### config.mk
export PLATFORM = sky130hd
export DESIGN_NAME = imem_dmem_arbiter
export DESIGN_NICKNAME = d
export VERILOG_FILES = /design/src/rtl/isa_pkg.sv /design/src/rtl/imem_dmem_arbiter.sv
export SDC_FILE = /design/constraint.sdc
export NUM_CORES = 1
export LEC_CHECK = 0
export ABC_CLOCK_PERIOD_IN_PS = 3380
export CORE_ASPECT_RATIO = 0.8
export CORE_MARGIN = 2
export CORE_UTILIZATION = 39
export CTS_CLUSTER_SIZE = 16
export DETAILED_ROUTE_END_ITERATION = 10
export GPL_TIMING_DRIVEN = 0
export PLACE_DENSITY = 0.87
export SLEW_MARGIN = 20
export SYNTH_ARGS = -nofsm -noshare
export SYNTH_HDL_FRONTEND = slang
export SYNTH_SLANG_ARGS = --single-unit
### constraint.sdc
create_clock -name CLK -period 3.38 [get_ports CLK]
set_input_delay 0.507 -clock CLK [delete_from_list [all_inputs] [get_ports CLK]]
set_output_delay 0.507 -clock CLK [all_outputs]
set_load 0.05 [all_outputs]
### src/rtl/isa_pkg.sv
`default_nettype none
// +------------------------------------------------------------------+
// | Package : isa_pkg                                                |
// | Brief   : Shared word type, arbiter state encoding and the       |
// |           latched memory-request record.                         |
// | Rev     : 1.0  initial release                                   |
// +------------------------------------------------------------------+
package isa_pkg;

  localparam int WORD_W = 32;

  typedef logic [WORD_W-1:0] word_t;

  // Arbiter FSM encoding
  typedef enum logic [1:0] {
    IDLE  = 2'd0,
    IBUSY = 2'd1,
    DBUSY = 2'd2
  } arb_state_t;

  // Request captured at grant time; held stable for the whole access
  typedef struct packed {
    word_t addr;
    word_t store;
    logic  wen;
  } mem_req_t;

endpackage : isa_pkg
`default_nettype wire

### src/rtl/imem_dmem_arbiter.sv
`default_nettype none
// +------------------------------------------------------------------+
// | Module  : imem_dmem_arbiter                                      |
// | Brief   : Serialises fetch and load/store traffic onto a single  |
// |           memory port. Data wins arbitration, but a streak       |
// |           limiter hands the port to a waiting fetch after        |
// |           MAX_D_STREAK consecutive data grants. A redirect       |
// |           (iabort) suppresses the response of an in-flight fetch.|
// | Rev     : 1.0  initial release                                   |
// +------------------------------------------------------------------+
module imem_dmem_arbiter
  import isa_pkg::*;
#(
  parameter int WORD_W       = 32,
  parameter int MAX_D_STREAK = 4,
  parameter int STREAK_W     = 3
) (
  input  logic              CLK,
  input  logic              rst,
  // fetch side
  input  logic              imemREN,
  input  logic [WORD_W-1:0] imemaddr,
  input  logic              iabort,
  output logic              imem_hit,
  output logic [WORD_W-1:0] imemload,
  // load/store side
  input  logic              dmemREN,
  input  logic              dmemWEN,
  input  logic [WORD_W-1:0] dmemaddr,
  input  logic [WORD_W-1:0] dmemstore,
  output logic              dmem_hit,
  output logic [WORD_W-1:0] dmemload,
  // memory side
  output logic              ram_REN,
  output logic              ram_WEN,
  output logic [WORD_W-1:0] ram_addr,
  output logic [WORD_W-1:0] ram_store,
  input  logic [WORD_W-1:0] ram_load,
  input  logic              ram_ready
);

  localparam logic [STREAK_W-1:0] MAX_STREAK = STREAK_W'(MAX_D_STREAK);

  arb_state_t          state_q, state_d;
  logic [STREAK_W-1:0] streak_q, streak_d;
  logic                drop_q, drop_d;
  mem_req_t            req_q, req_d;

  logic                fetch_req;
  logic                data_req;

  // A fetch raised together with a redirect is stale and must not win
  assign fetch_req = imemREN & ~iabort;
  assign data_req  = dmemREN | dmemWEN;

  // State, streak, drop flag and latched request registers
  always_ff @(posedge CLK) begin
    if (rst) begin
      state_q  <= IDLE;
      streak_q <= '0;
      drop_q   <= 1'b0;
      req_q    <= '0;
    end else begin
      state_q  <= state_d;
      streak_q <= streak_d;
      drop_q   <= drop_d;
      req_q    <= req_d;
    end
  end

  // Next-state arbitration and memory/response outputs
  always_comb begin
    state_d   = state_q;
    streak_d  = streak_q;
    drop_d    = 1'b0;
    req_d     = req_q;
    ram_REN   = 1'b0;
    ram_WEN   = 1'b0;
    ram_addr  = '0;
    ram_store = '0;
    imem_hit  = 1'b0;
    imemload  = '0;
    dmem_hit  = 1'b0;
    dmemload  = '0;

    case (state_q)
      IDLE: begin
        if (data_req && (!fetch_req || (streak_q < MAX_STREAK))) begin
          state_d     = DBUSY;
          req_d.addr  = dmemaddr;
          req_d.store = dmemstore;
          req_d.wen   = dmemWEN;
          // Only a data grant that makes a fetch wait lengthens the streak
          if (imemREN && (streak_q != MAX_STREAK)) begin
            streak_d = streak_q + 1'b1;
          end
        end else if (fetch_req) begin
          state_d     = IBUSY;
          req_d.addr  = imemaddr;
          req_d.store = '0;
          req_d.wen   = 1'b0;
          streak_d    = '0;
        end
        if (!imemREN) begin
          streak_d = '0;
        end
      end

      IBUSY: begin
        ram_REN  = 1'b1;
        ram_addr = req_q.addr;
        // Remember a redirect seen at any point of the access
        drop_d   = drop_q | iabort;
        if (ram_ready) begin
          state_d = IDLE;
          drop_d  = 1'b0;
          if (!rst && !(drop_q | iabort)) begin
            imem_hit = 1'b1;
            imemload = ram_load;
          end
        end
      end

      DBUSY: begin
        ram_addr = req_q.addr;
        if (req_q.wen) begin
          ram_WEN   = 1'b1;
          ram_store = req_q.store;
        end else begin
          ram_REN = 1'b1;
        end
        if (ram_ready) begin
          state_d = IDLE;
          if (!rst) begin
            dmem_hit = 1'b1;
            if (!req_q.wen) begin
              dmemload = ram_load;
            end
          end
        end
      end

      default: begin
        state_d = IDLE;
      end
    endcase
  end

endmodule : imem_dmem_arbiter
`default_nettype wire

-- After elaboration in Yosys (flattened, before gate mapping)
Index checks and enable logic that the tools add are counted.
- bitwise operators: 5
- shift-type cells: 0
- equal/unequal tests: 7
- $mul: 0
- muxes and demuxes: 30
- add/subtract/negate cells: 1
- reductions and logical operators: 14
- divide/modulo/power cells: 0
- order comparisons: 1
- operators by type and width (cell ; number):
    32-bit 2-to-1 mux ; 10
    65-bit 2-to-1 mux ; 2
    3-bit 2-to-1 mux ; 4
    1-bit 2-to-1 mux ; 9
    2-bit 2-to-1 mux ; 3
    3-bit inequality test, second input constant ; 2
    2-bit one-hot mux with 2 select lines ; 1
    2-bit AND reduction ; 2
    3-bit by 1-bit adder with 3-bit output, second input constant ; 1
    1-bit logical AND ; 3
    1-bit logical NOT ; 3
    3-bit less-than comparator, second input constant ; 1
    3-bit by 1-bit inequality test with 1-bit output, second input constant ; 1
    3-bit by 2-bit inequality test with 1-bit output, second input constant ; 1
    3-bit AND reduction ; 1
    3-bit OR reduction ; 1
    2-bit by 1-bit == test with 1-bit output, second input constant ; 1
    2-bit == test, second input constant ; 1
    2-bit logical NOT ; 1
    2-bit by 1-bit inequality test with 1-bit output, second input constant ; 1
    1-bit inverter ; 2
    1-bit bitwise OR ; 2
    1-bit one-hot mux with 2 select lines ; 1
    2-bit nonzero test ; 1
    3 further kinds ; 3
- logic and storage cells: 64
- output and inout bits: 132
- register bits after elaboration: 71
- memory bits (read-only): 0
- memory bits (writable): 0
- bits in latches: 0
- memories: 0

-- Logic depth before layout (Yosys ltp)
- word-level depth: 7
- gate-level depth with buffers: 8
- depth with buffers taken out: 6

-- Worst setup path after synthesis
No wires, ideal clock.
- kind: in2out
- start point: input iabort
- end point: output imemload[0]
- setup slack: 0.893 ns
- stages on the path: 4
- required time: 2.873 ns
- path buffers: 1
- arrival: 1.980 ns
- cell sequence: nor2_1 -> and4b_1 -> clkbuf_1 -> and2_1
- longest elaborated chain between the ends: 6
- ends and longest elaborated chain (item ; RTL line ; text):
    start: declaration ; imem_dmem_arbiter.sv:23 ; input logic iabort,
    1-bit bitwise OR ; imem_dmem_arbiter.sv:117 ; if (!rst && !(drop_q | iabort)) begin
    1-bit logical NOT ; imem_dmem_arbiter.sv:117 ;
    1-bit logical AND ; imem_dmem_arbiter.sv:117 ;
    32-bit 2-to-1 mux ; imem_dmem_arbiter.sv:117 ;
    32-bit 2-to-1 mux ; imem_dmem_arbiter.sv:114 ; if (ram_ready) begin
    32-bit 2-to-1 mux ; imem_dmem_arbiter.sv:86 ; case (state_q)
    end: declaration ; imem_dmem_arbiter.sv:25 ; output logic [WORD_W-1:0] imemload,
No other way between the ends.

-- Worst setup path in the final report
- start point: register state_q[0]
- end point: output dmemload[21]
- longest elaborated chain between the ends: 2
- ends and longest elaborated chain (item ; RTL line ; text):
    start: declaration ; imem_dmem_arbiter.sv:44 ; arb_state_t state_q, state_d;
    start signal: assignment ; imem_dmem_arbiter.sv:64 ; state_q <= state_d;
    2-bit == test ; imem_dmem_arbiter.sv:86 ;
    32-bit 2-to-1 mux ; imem_dmem_arbiter.sv:86 ;
    end: declaration ; imem_dmem_arbiter.sv:32 ; output logic [WORD_W-1:0] dmemload,
No other way between the ends.

==> metrics <==
worst min-delay path startpoint req_q[12]; Async S/R FF share, synth 0%; Crit Path Max Fanout 10; port bufs 266; synthesized instance count 517; Final Slew Violations 0; FMAX 314 MHz; Initial Utilization 40.6%; cells on worst reg2reg path 7; hold_ws 449 ps; final WL 15,000 µm; Hold Path Class flop to flop; clock sink total 71; Final Cell Area 7230 µm²; vias 4,814; clock buffer count from CTS 9; antenna cells 0; Reg-to-Reg End req_q[44]; dpl hpwl 11,700 µm; vias in the first global route 4,638; skew final 6.38 ps; chip height 94.4 µm; Rows 32; leak pwr 3.64 nW; Synth top area share 35.7%; total track usage 26.0%; Vias/cell 5.15; gp weighted congestion 0.816; dominant cells by area after synthesis dfxtp_1, and2_1, a21oi_1, nand2_1, and3_1; worst relative slew slack 58.3%; placed inst area 6820 µm²; Die X-Extent 117 µm; Mapped Area 3990 µm²; reg2reg start state_q[0]; root buffer cell clkbuf_16; post-CTS setup buffers 0; number of synthesized flops with an enable pin 0; area leader, netlist dfxtp_1; CTS H-tree lvls 3; CTS tree built; Final ANT Viol Nets 0; first-pass iteration count of the detailed router 5; endpoints failing setup 0; Top FF cell, synth dfxtp_1; core area 9810 µm²; final net count 934; DRC 0; total power 2.95 mW; Hold Crit Endpoint req_q[12]; Slew @ Worst Pin 626 ps; fin util 73.7%; post-detailed-route wirelength per cell 16.0 µm; Mapped Avg Cell Area 7.71 µm²; Clock Tree Buf Depth 2; Max-cap violations 0; Worst-path clk slew 60 ps; startpoint types flop; flop2flop setup slack 1590 ps; crit path DAT 2680 ps; final hold vios 0; global-route wire length before repair 22,200 µm; Yosys warning count 0; DR iter-0 viols 157; Req. time, crit path 2870 ps; fillers 709; crit path time final 3180 ps; Tcrit/Tclk final 94.2%; global route overflow 0; Max VDD drop 0.304 mV; synth-to-layout area growth 81.4%; Yosys reg bits 71; pwr dens 408 nW/µm²; initial antenna violation count 0; post-synthesis cell type count 40; share of post-route cells with drive strength above 1 7.89%; outcome complete, no violations; Hold Crit Depth 2; Final TNS setup 0 ps; Die ar. 11,100 µm²; Clock Latency Late Sink 330 ps; post-synthesis sequential area ratio 35.7%; largest net degree at the start of global routing 13; hold_buf cts 0; Syn Nets 657; CP endpoint kind primary output; Setup CP Type flop to primary output; IO Pins 267
[stage by stage]
step | worst slack [ps] | instances
CTS | 0.514 | 934
global route | -16.2 | 934
detailed placement | 0.350 | 919
global placement | 56.2 | 919
floorplan | 893 | 517
finish | 195 | 934
[final cells by class]
class	count	area, µm²	share of cell area, %
Buffer	46	231	3.20
Clock buffer	10	239	3.30
Clock inverter	5	106	1.47
Inverter	6	22.5	0.311
Multi-Input combinational cell	394	2310	32.0
Sequential cell	71	1420	19.7
Tap cell	136	170	2.35
Timing Repair Buffer	266	2730	37.8
[synthesized netlist by cell type (3+ instances only)]
cell type / instances
a21oi_2: 10
clkbuf_1: 23
a21oi_1: 54
and2_1: 97
ha_1: 5
nand2_1: 66
a211oi_1: 22
and3_1: 32
nor2_1: 37
buf_4: 3
nand3_1: 33
a211oi_2: 10
buf_2: 17
dfxtp_1: 71
inv_1: 6
[worst max path at each step]
| stage | start | end |
|---|---|---|
| 6_report | state_q[0] | dmemload[21] |
| 4_1_cts | iabort | imemload[14] |
| 3_5_place_dp | iabort | imemload[15] |
| 2_1_floorplan | iabort | imemload[0] |
| 5_1_grt | state_q[0] | dmemload[21] |
| 3_3_place_gp | iabort | imemload[15] |
[what timing repair did]
| item | in CTS | in global routing |
|---|---|---|
| setup endpoints to repair | 22 | 38 |
| gates resized for setup | 22 | 38 |
| hold endpoints to repair | 0 | 0 |
| cloned | 0 | 0 |
[cells in the final DEF (no fill, tap or decap), types with 2 or more instances in the layout]
cell type        instances
clkdlybuf4s50_1        206
and2_1                  97
dfxtp_1                 71
nand2_1                 66
a21oi_1                 54
dlymetal6s2s_1          38
nor2_1                  37
nand3_1                 33
and3_1                  32
clkbuf_1                23
a211oi_1                22
dlygate4sd2_1           22
buf_2                   17
a21oi_2                 10
a211oi_2                10
clkbuf_16                9
inv_1                    6
ha_1                     5
buf_4                    3
bufinv_16                3
nor2b_1                  2
and3b_1                  2
buf_6                    2
a31oi_1                  2
o32a_1                   2
o31ai_1                  2
[where the power goes]
part	internal (mW)	switching, mW	total, mW
Clock	0.738	0.354	1.09
Combinational	0.374	0.508	0.882
Sequential	0.930	0.0436	0.974
Total	2.04	0.906	2.95
[flip-flops by register name (all words and copies together) (netlist names)]
register / cells
state_q: 2
streak_q: 3
req_q: 65
drop_q: 1
[cell families (layout without fill, tap and decap cells)]
family,count (synthesis),after routing,synth area share [%]
adders and majority gates,5,5,1.57
DFF,71,71,35.7
and+or+nand+nor,277,277,36.8
buffers and inverters,52,333,6.37
AOI/OAI and AO/OA,112,112,19.6
[metal layers]
metal | wire [µm] | global-route usage (%) | up-vias
met1 | 5680 | 28.2 | 2234
met5 | 0 | 0 | -
met4 | 580 | 13.9 | 0
met2 | 7590 | 47.4 | 220
met3 | 1130 | 5.26 | 43
li1 | - | - | 2317
[critical path: stages (launching register included)]
cell,delay (ps)
dfxtp_1,310
inv_1,100
ha_1,310
nor2b_1,240
and3b_1,290
clkbuf_1,340
and2_1,200
dlygate4sd2_1,560
(Power assumes the default switching activity.)
